--- src/rtl/result_log_arbiter.sv ---
// Round-robin log port arbiter with verbosity filtering and saturating
// pass/fail counters shared by NUM_REQ checker units.
module result_log_arbiter #(
   parameter int NUM_REQ = 4,
   parameter int CODE_W  = 8,
   parameter int VERB_W  = 10,
   parameter int CNT_W   = 32
) (
   input  logic                         clk,
   input  logic                         rst_n,
   input  logic [VERB_W-1:0]            cfg_verbosity,
   input  logic                         clr,
   input  logic [NUM_REQ-1:0]           req_valid,
   output logic [NUM_REQ-1:0]           req_ready,
   input  logic [NUM_REQ-1:0]           req_pass,
   input  logic [NUM_REQ*VERB_W-1:0]    req_verb,
   input  logic [NUM_REQ*CODE_W-1:0]    req_code,
   output logic                         log_valid,
   input  logic                         log_ready,
   output logic [$clog2(NUM_REQ)-1:0]   log_src,
   output logic                         log_pass,
   output logic [CODE_W-1:0]            log_code,
   output logic [CNT_W-1:0]             pass_cnt,
   output logic [CNT_W-1:0]             fail_cnt,
   output logic                         cnt_sat,
   output logic                         busy
);

   localparam int SRC_W = $clog2(NUM_REQ);

   typedef enum logic {EMPTY, FULL} slot_e;

   slot_e               state_q, state_d;
   logic [SRC_W-1:0]    ptr_q, ptr_d;
   logic [SRC_W-1:0]    src_q, src_d;
   logic                pass_q, pass_d;
   logic [CODE_W-1:0]   code_q, code_d;
   logic [CNT_W-1:0]    pc_q, pc_d;
   logic [CNT_W-1:0]    fc_q, fc_d;
   logic                sat_q, sat_d;

   logic [SRC_W-1:0]    gnt;
   logic                found;
   logic                slot_free;
   logic                accept;
   logic                fwd;
   logic                g_pass;
   logic [VERB_W-1:0]   g_verb;
   logic [CODE_W-1:0]   g_code;

   // Two passes: indices at or above the pointer first, then wrap to 0.
   always_comb begin
      found = 1'b0;
      gnt   = '0;
      for (int i = 0; i < NUM_REQ; i++) begin
         if (!found && req_valid[i] && (SRC_W'(i) >= ptr_q)) begin
            found = 1'b1;
            gnt   = SRC_W'(i);
         end
      end
      for (int i = 0; i < NUM_REQ; i++) begin
         if (!found && req_valid[i]) begin
            found = 1'b1;
            gnt   = SRC_W'(i);
         end
      end
   end

   always_comb begin
      g_pass = 1'b0;
      g_verb = '0;
      g_code = '0;
      for (int i = 0; i < NUM_REQ; i++) begin
         if (gnt == SRC_W'(i)) begin
            g_pass = req_pass[i];
            g_verb = req_verb[i*VERB_W +: VERB_W];
            g_code = req_code[i*CODE_W +: CODE_W];
         end
      end
   end

   assign slot_free = (state_q == EMPTY) || log_ready;
   assign accept    = found && slot_free;
   assign fwd       = accept && (g_verb <= cfg_verbosity);
   assign req_ready = (accept && rst_n) ? (NUM_REQ'(1) << gnt) : '0;

   always_comb begin
      state_d = state_q;
      ptr_d   = ptr_q;
      src_d   = src_q;
      pass_d  = pass_q;
      code_d  = code_q;
      if (accept) begin
         ptr_d = (gnt == SRC_W'(NUM_REQ - 1)) ? '0 : gnt + 1'b1;
      end
      if (fwd) begin
         state_d = FULL;
         src_d   = gnt;
         pass_d  = g_pass;
         code_d  = g_code;
      end else if (log_ready) begin
         state_d = EMPTY;
      end
   end

   // A saturated counter holds its value and raises the sticky flag.
   always_comb begin
      pc_d  = pc_q;
      fc_d  = fc_q;
      sat_d = sat_q;
      if (clr) begin
         pc_d  = '0;
         fc_d  = '0;
         sat_d = 1'b0;
      end else if (accept) begin
         if (g_pass) begin
            if (&pc_q) sat_d = 1'b1;
            else       pc_d  = pc_q + 1'b1;
         end else begin
            if (&fc_q) sat_d = 1'b1;
            else       fc_d  = fc_q + 1'b1;
         end
      end
   end

   always_ff @(posedge clk or negedge rst_n) begin
      if (!rst_n) begin
         state_q <= EMPTY;
         ptr_q   <= '0;
         src_q   <= '0;
         pass_q  <= 1'b0;
         code_q  <= '0;
         pc_q    <= '0;
         fc_q    <= '0;
         sat_q   <= 1'b0;
      end else begin
         state_q <= state_d;
         ptr_q   <= ptr_d;
         src_q   <= src_d;
         pass_q  <= pass_d;
         code_q  <= code_d;
         pc_q    <= pc_d;
         fc_q    <= fc_d;
         sat_q   <= sat_d;
      end
   end

   assign log_valid = (state_q == FULL);
   assign log_src   = src_q;
   assign log_pass  = pass_q;
   assign log_code  = code_q;
   assign pass_cnt  = pc_q;
   assign fail_cnt  = fc_q;
   assign cnt_sat   = sat_q;
   assign busy      = log_valid || (|req_valid);

endmodule

--- config.mk ---
export PLATFORM = sky130hd
export DESIGN_NAME = result_log_arbiter
export DESIGN_NICKNAME = d
export VERILOG_FILES = /design/src/rtl/result_log_arbiter.sv
export SDC_FILE = /design/constraint.sdc
export NUM_CORES = 1
export LEC_CHECK = 0
export ABC_AREA = 1
export CAP_MARGIN = 20
export CORE_MARGIN = 2
export CORE_UTILIZATION = 50
export CTS_BUF_LIST = sky130_fd_sc_hd__clkbuf_2 sky130_fd_sc_hd__clkbuf_4 sky130_fd_sc_hd__clkbuf_8
export DETAILED_ROUTE_END_ITERATION = 8
export HOLD_SLACK_MARGIN = 0.02
export PLACE_DENSITY = 0.88
export SYNTH_ARGS = -nofsm -noshare
export SYNTH_HDL_FRONTEND = slang
export SYNTH_SLANG_ARGS = --single-unit
--- constraint.sdc ---
create_clock -name clk -period 4.8 [get_ports clk]
set_input_delay 1.44 -clock clk [delete_from_list [all_inputs] [get_ports clk]]
set_output_delay 1.44 -clock clk [all_outputs]
set_load 0.05 [all_outputs]
==> metrics.md <==
| Metric | Value |
|---|---|
| RePlAce Congestion | `0.9487` |
| Clock skew | `0.009039 ns` |
| Core area | `around 12,000 um^2` |
| Worst reg2reg setup slack | `1.41 ns` |
| CTS max path bufs | `2` |
| Die area | `13,180 um^2` |
| DR vias | `6,815` |
| Final period util | `between 90 and 100%` |
| Met1 GRT Util | `36.94%` |
| Setup_tns | `0 ns` |
| RSZ-0062 raised after global routing | `no` |
| Chip width | `114.8 um` |
| Core Util, Final | `between 60% and 70%` |
| Post-Syn Instances | `~980` |
| CP peak stage delay | `0.54 ns` |
| Initial core utilization | `between 50% and 60%` |
| Leakage | `~3.5 nW` |
| Final min period | `4.648 ns` |
| Synth cell types | `33` |
| Layout area overhead | `36.00%` |
| CTS root buf | `clkbuf_8` |
| Global routing usage on met2 | `50.34%` |
| Skew-Pair Late Insertion Delay | `0.37 ns` |
| HPWL after DPL | `14,490 um` |
| Fin. Hold Viols | `0` |
| ANT cells | `0` |
| Hold_buf cts | `0` |
| Ports | `176` |
| Initial antenna violation count | `0` |
| Cell Area, Synth | `6138 um^2` |
| Power per standard cell area | `around 370 nW/um^2` |
| Reg-to-reg critical path startpoint | `ptr_q[1]` |
| Outcome | `completed` |
| Die height | `114.8 um` |
| Placement Setup Slack | `-0.05782 ns` |
| All-layer global routing usage | `28.98%` |
| Crit-path most repeated cell | `inv_1` |
| Routed length per instance | `14.29 um` |
| Site row count | `40` |
| Worst Setup EP | `req_ready[1]` |
| CTS Buf Count | `9` |
| Number of remaining DRC errors | `0` |
| Crit Path Max Fanout | `5` |
| Sequential cell area fraction in the yosys report | `32.21%` |
| Clock tree sinks | `79` |
| Register bit total from synthesis | `slightly below 80` |
| Worst EP required | `3.36 ns` |
| Remaining Overflow, GRT | `0` |
| DR iter-0 viols | `574` |
| Finish-stage setup viols | `0` |
| Max VDD drop | `0.1870 mV` |
| CP startpoint | `req_valid[1]` |
| Slowest-stage cell, CP | `clkdlybuf4s50_1` |
| H-tree level count | `3` |
| Final WS setup | `0.1519 ns` |
| GR Util met3 | `4.270%` |
| Top Usage Layer GRT | `met2` |
| Setup crit start kind | `input pin` |
| TritonCTS clock tree | `yes` |
| Crit-path cells | `clkdlybuf4s50_1 > inv_1 > a21oi_1 > a21oi_1 > o21bai_1 > inv_1 > ha_2 > inv_1 > nor2_2 > buf_12` |
| Count of max-cap constraint violations | `0` |
| Worst path arrival time | `3.21 ns` |
| Syn nets | `~1,100` |
| 1st-pass router iterations | `5` |
| Crit. End Element | `output pin` |
| Vias per inst | `5.226` |
| WL final | `around 19,000 um` |
| Number of global-route vias before repair | `6,402` |
| CP Class | `in2out` |
| IO Port Bufs | `175` |
| Reg2reg path depth | `22` |
| Worst Hold Class | `reg2reg` |
| Worst-Margin Slew | `0.8417 ns` |
| Layout Nets | `about 1,300` |
| Clock transition at path regs | `0.08 ns` |
| Reg2reg end | `log_valid` |
| Yosys warns | `0` |
| Pin count of the biggest net entering global routing | `80` |
| FMAX | `0.2151 GHz` |
| Syn_area_per_cell | `about 6.3 um^2` |
| Layout cells sized above 1 | `under 10%` |
| Antenna viol nets, final | `0` |
| Max Slew Vio Count | `0` |
| First-pass GRT wire length | `30,490 um` |
| Max-slew headroom | `43.82%` |
## cells by family after synthesis
family	count (synthesis)	share of synthesized area [%]
and+or+nand+nor	639	42.54
AOI/OAI and AO/OA	116	11.11
buffers and inverters	112	8.174
DFF	79	32.21
xor gates and xnor gates	19	2.711
adders and majority gates	16	3.261
## timing repair
action                                  4_1_cts  5_1_grt
gates resized for setup                       0        7
endpoints found under the setup margin        0       16
buffers inserted                              0        0
## flip-flops by register name, summed over array words and instances (netlist names)
name       flops
cnt_sat        1
fail_cnt      32
log_code       8
log_pass       1
log_src        2
log_valid      1
pass_cnt      32
ptr_q          2
## worst max-delay path, delay by kind of cell
family | cells | cell delay [ns]
buffers and inverters | 5 | 0.97
AO/OA/AOI/OAI | 3 | 0.39
AND/OR/NAND/NOR | 1 | 0.16
adder cells (fa/ha/maj) | 1 | 0.24
## cells in the mapped netlist
master,instances,area share [%]
nand2_1,376,23
nor2_1,148,9.1
nand3_1,89,7.3
dfrtp_1,79,32
inv_1,74,4.5
o21ai_0,38,3.1
a21oi_1,26,2.1
o21ai_1,20,1.6
o21ai_2,18,2.6
clkbuf_1,16,0.98
ha_1,16,3.3
xnor2_1,15,2.1
a22oi_1,10,1.2
buf_6,9,1.7
buf_2,5,0.41
inv_2,5,0.31
nand4_1,5,0.51
or2_2,5,0.51
nor2_4,4,0.73
xor2_1,4,0.57
nand2_2,3,0.31
nor3_1,3,0.24
buf_4,2,0.24
nand3_2,2,0.33
buf_1,1,0.061
nand3_4,1,0.29
nand3b_1,1,0.12
nor2_2,1,0.10
o211ai_1,1,0.12
o21a_1,1,0.12
o21bai_1,1,0.12
o22ai_1,1,0.10
or2_0,1,0.10
## metal layers
metal	vias up	share of wire, %
met3	36	6.1
met4	0	2.3
met1	3096	42
met5	-	0
met2	230	49
li1	3453	-
## report_power, final
part           switching [mW]  internal (mW)  leakage, nW
logic                    1.09          0.641         2.34
clock network           0.251          0.289        0.105
registers              0.0659          0.748         1.08
total                    1.41           1.68         3.52
## layout make-up
type | count | area (um^2)
flip-flops and latches | 79 | 1977
well taps | 147 | 183.9
clock buffers | 9 | 123.9
repair buffers | 194 | 2004
inverters | 79 | 296.5
clock inverters | 6 | 86.33
fillers | 1025 | 3664
multi-input cells | 790 | 3676
## metrics by stage
step                area [um^2]  hold WS, ns  total power, mW  std cells
finish                     8348       0.4739            3.087       1304
global route               8348       0.5030            3.305       1304
CTS                        8304       0.4785            3.090       1303
detailed placement         8094       0.4594            2.548       1288
global placement           8094       0.4551            2.517       1288
floorplan                  6141       0.5326            1.983        981
## layout by cell type (no fill, tap or decap), types with 3 or more instances in the layout
master	synthesis	layout
nand3_1	89	89
a21oi_1	26	26
nand4_1	5	5
clkdlybuf4s50_1	0	169
xnor2_1	15	15
a22oi_1	10	10
dfrtp_1	79	79
nand2_1	376	375
buf_12	0	8
nand2_2	3	4
nor2_4	4	4
o21ai_0	38	37
nor3_1	3	3
xor2_1	4	4
clkbuf_8	0	9
or2_2	5	5
o21ai_2	18	19
inv_1	74	74
inv_2	5	5
ha_1	16	15
nor2_2	1	4
nor2_1	148	145
o21ai_1	20	20
buf_4	2	15
## how the worst min path moves through the flow
stage                  endpoint  cells after the start        start  slack [ns]
finish              log_code[5]                      2  log_code[5]        0.47
global route        log_code[2]                      2  log_code[2]        0.50
CTS                 log_code[5]                      2  log_code[5]        0.48
detailed placement  log_code[5]                      2  log_code[5]        0.46
global placement        cnt_sat                      2      cnt_sat        0.46
floorplan              ptr_q[0]                      2     ptr_q[0]        0.53
Power figures use the tool's default switching activity.
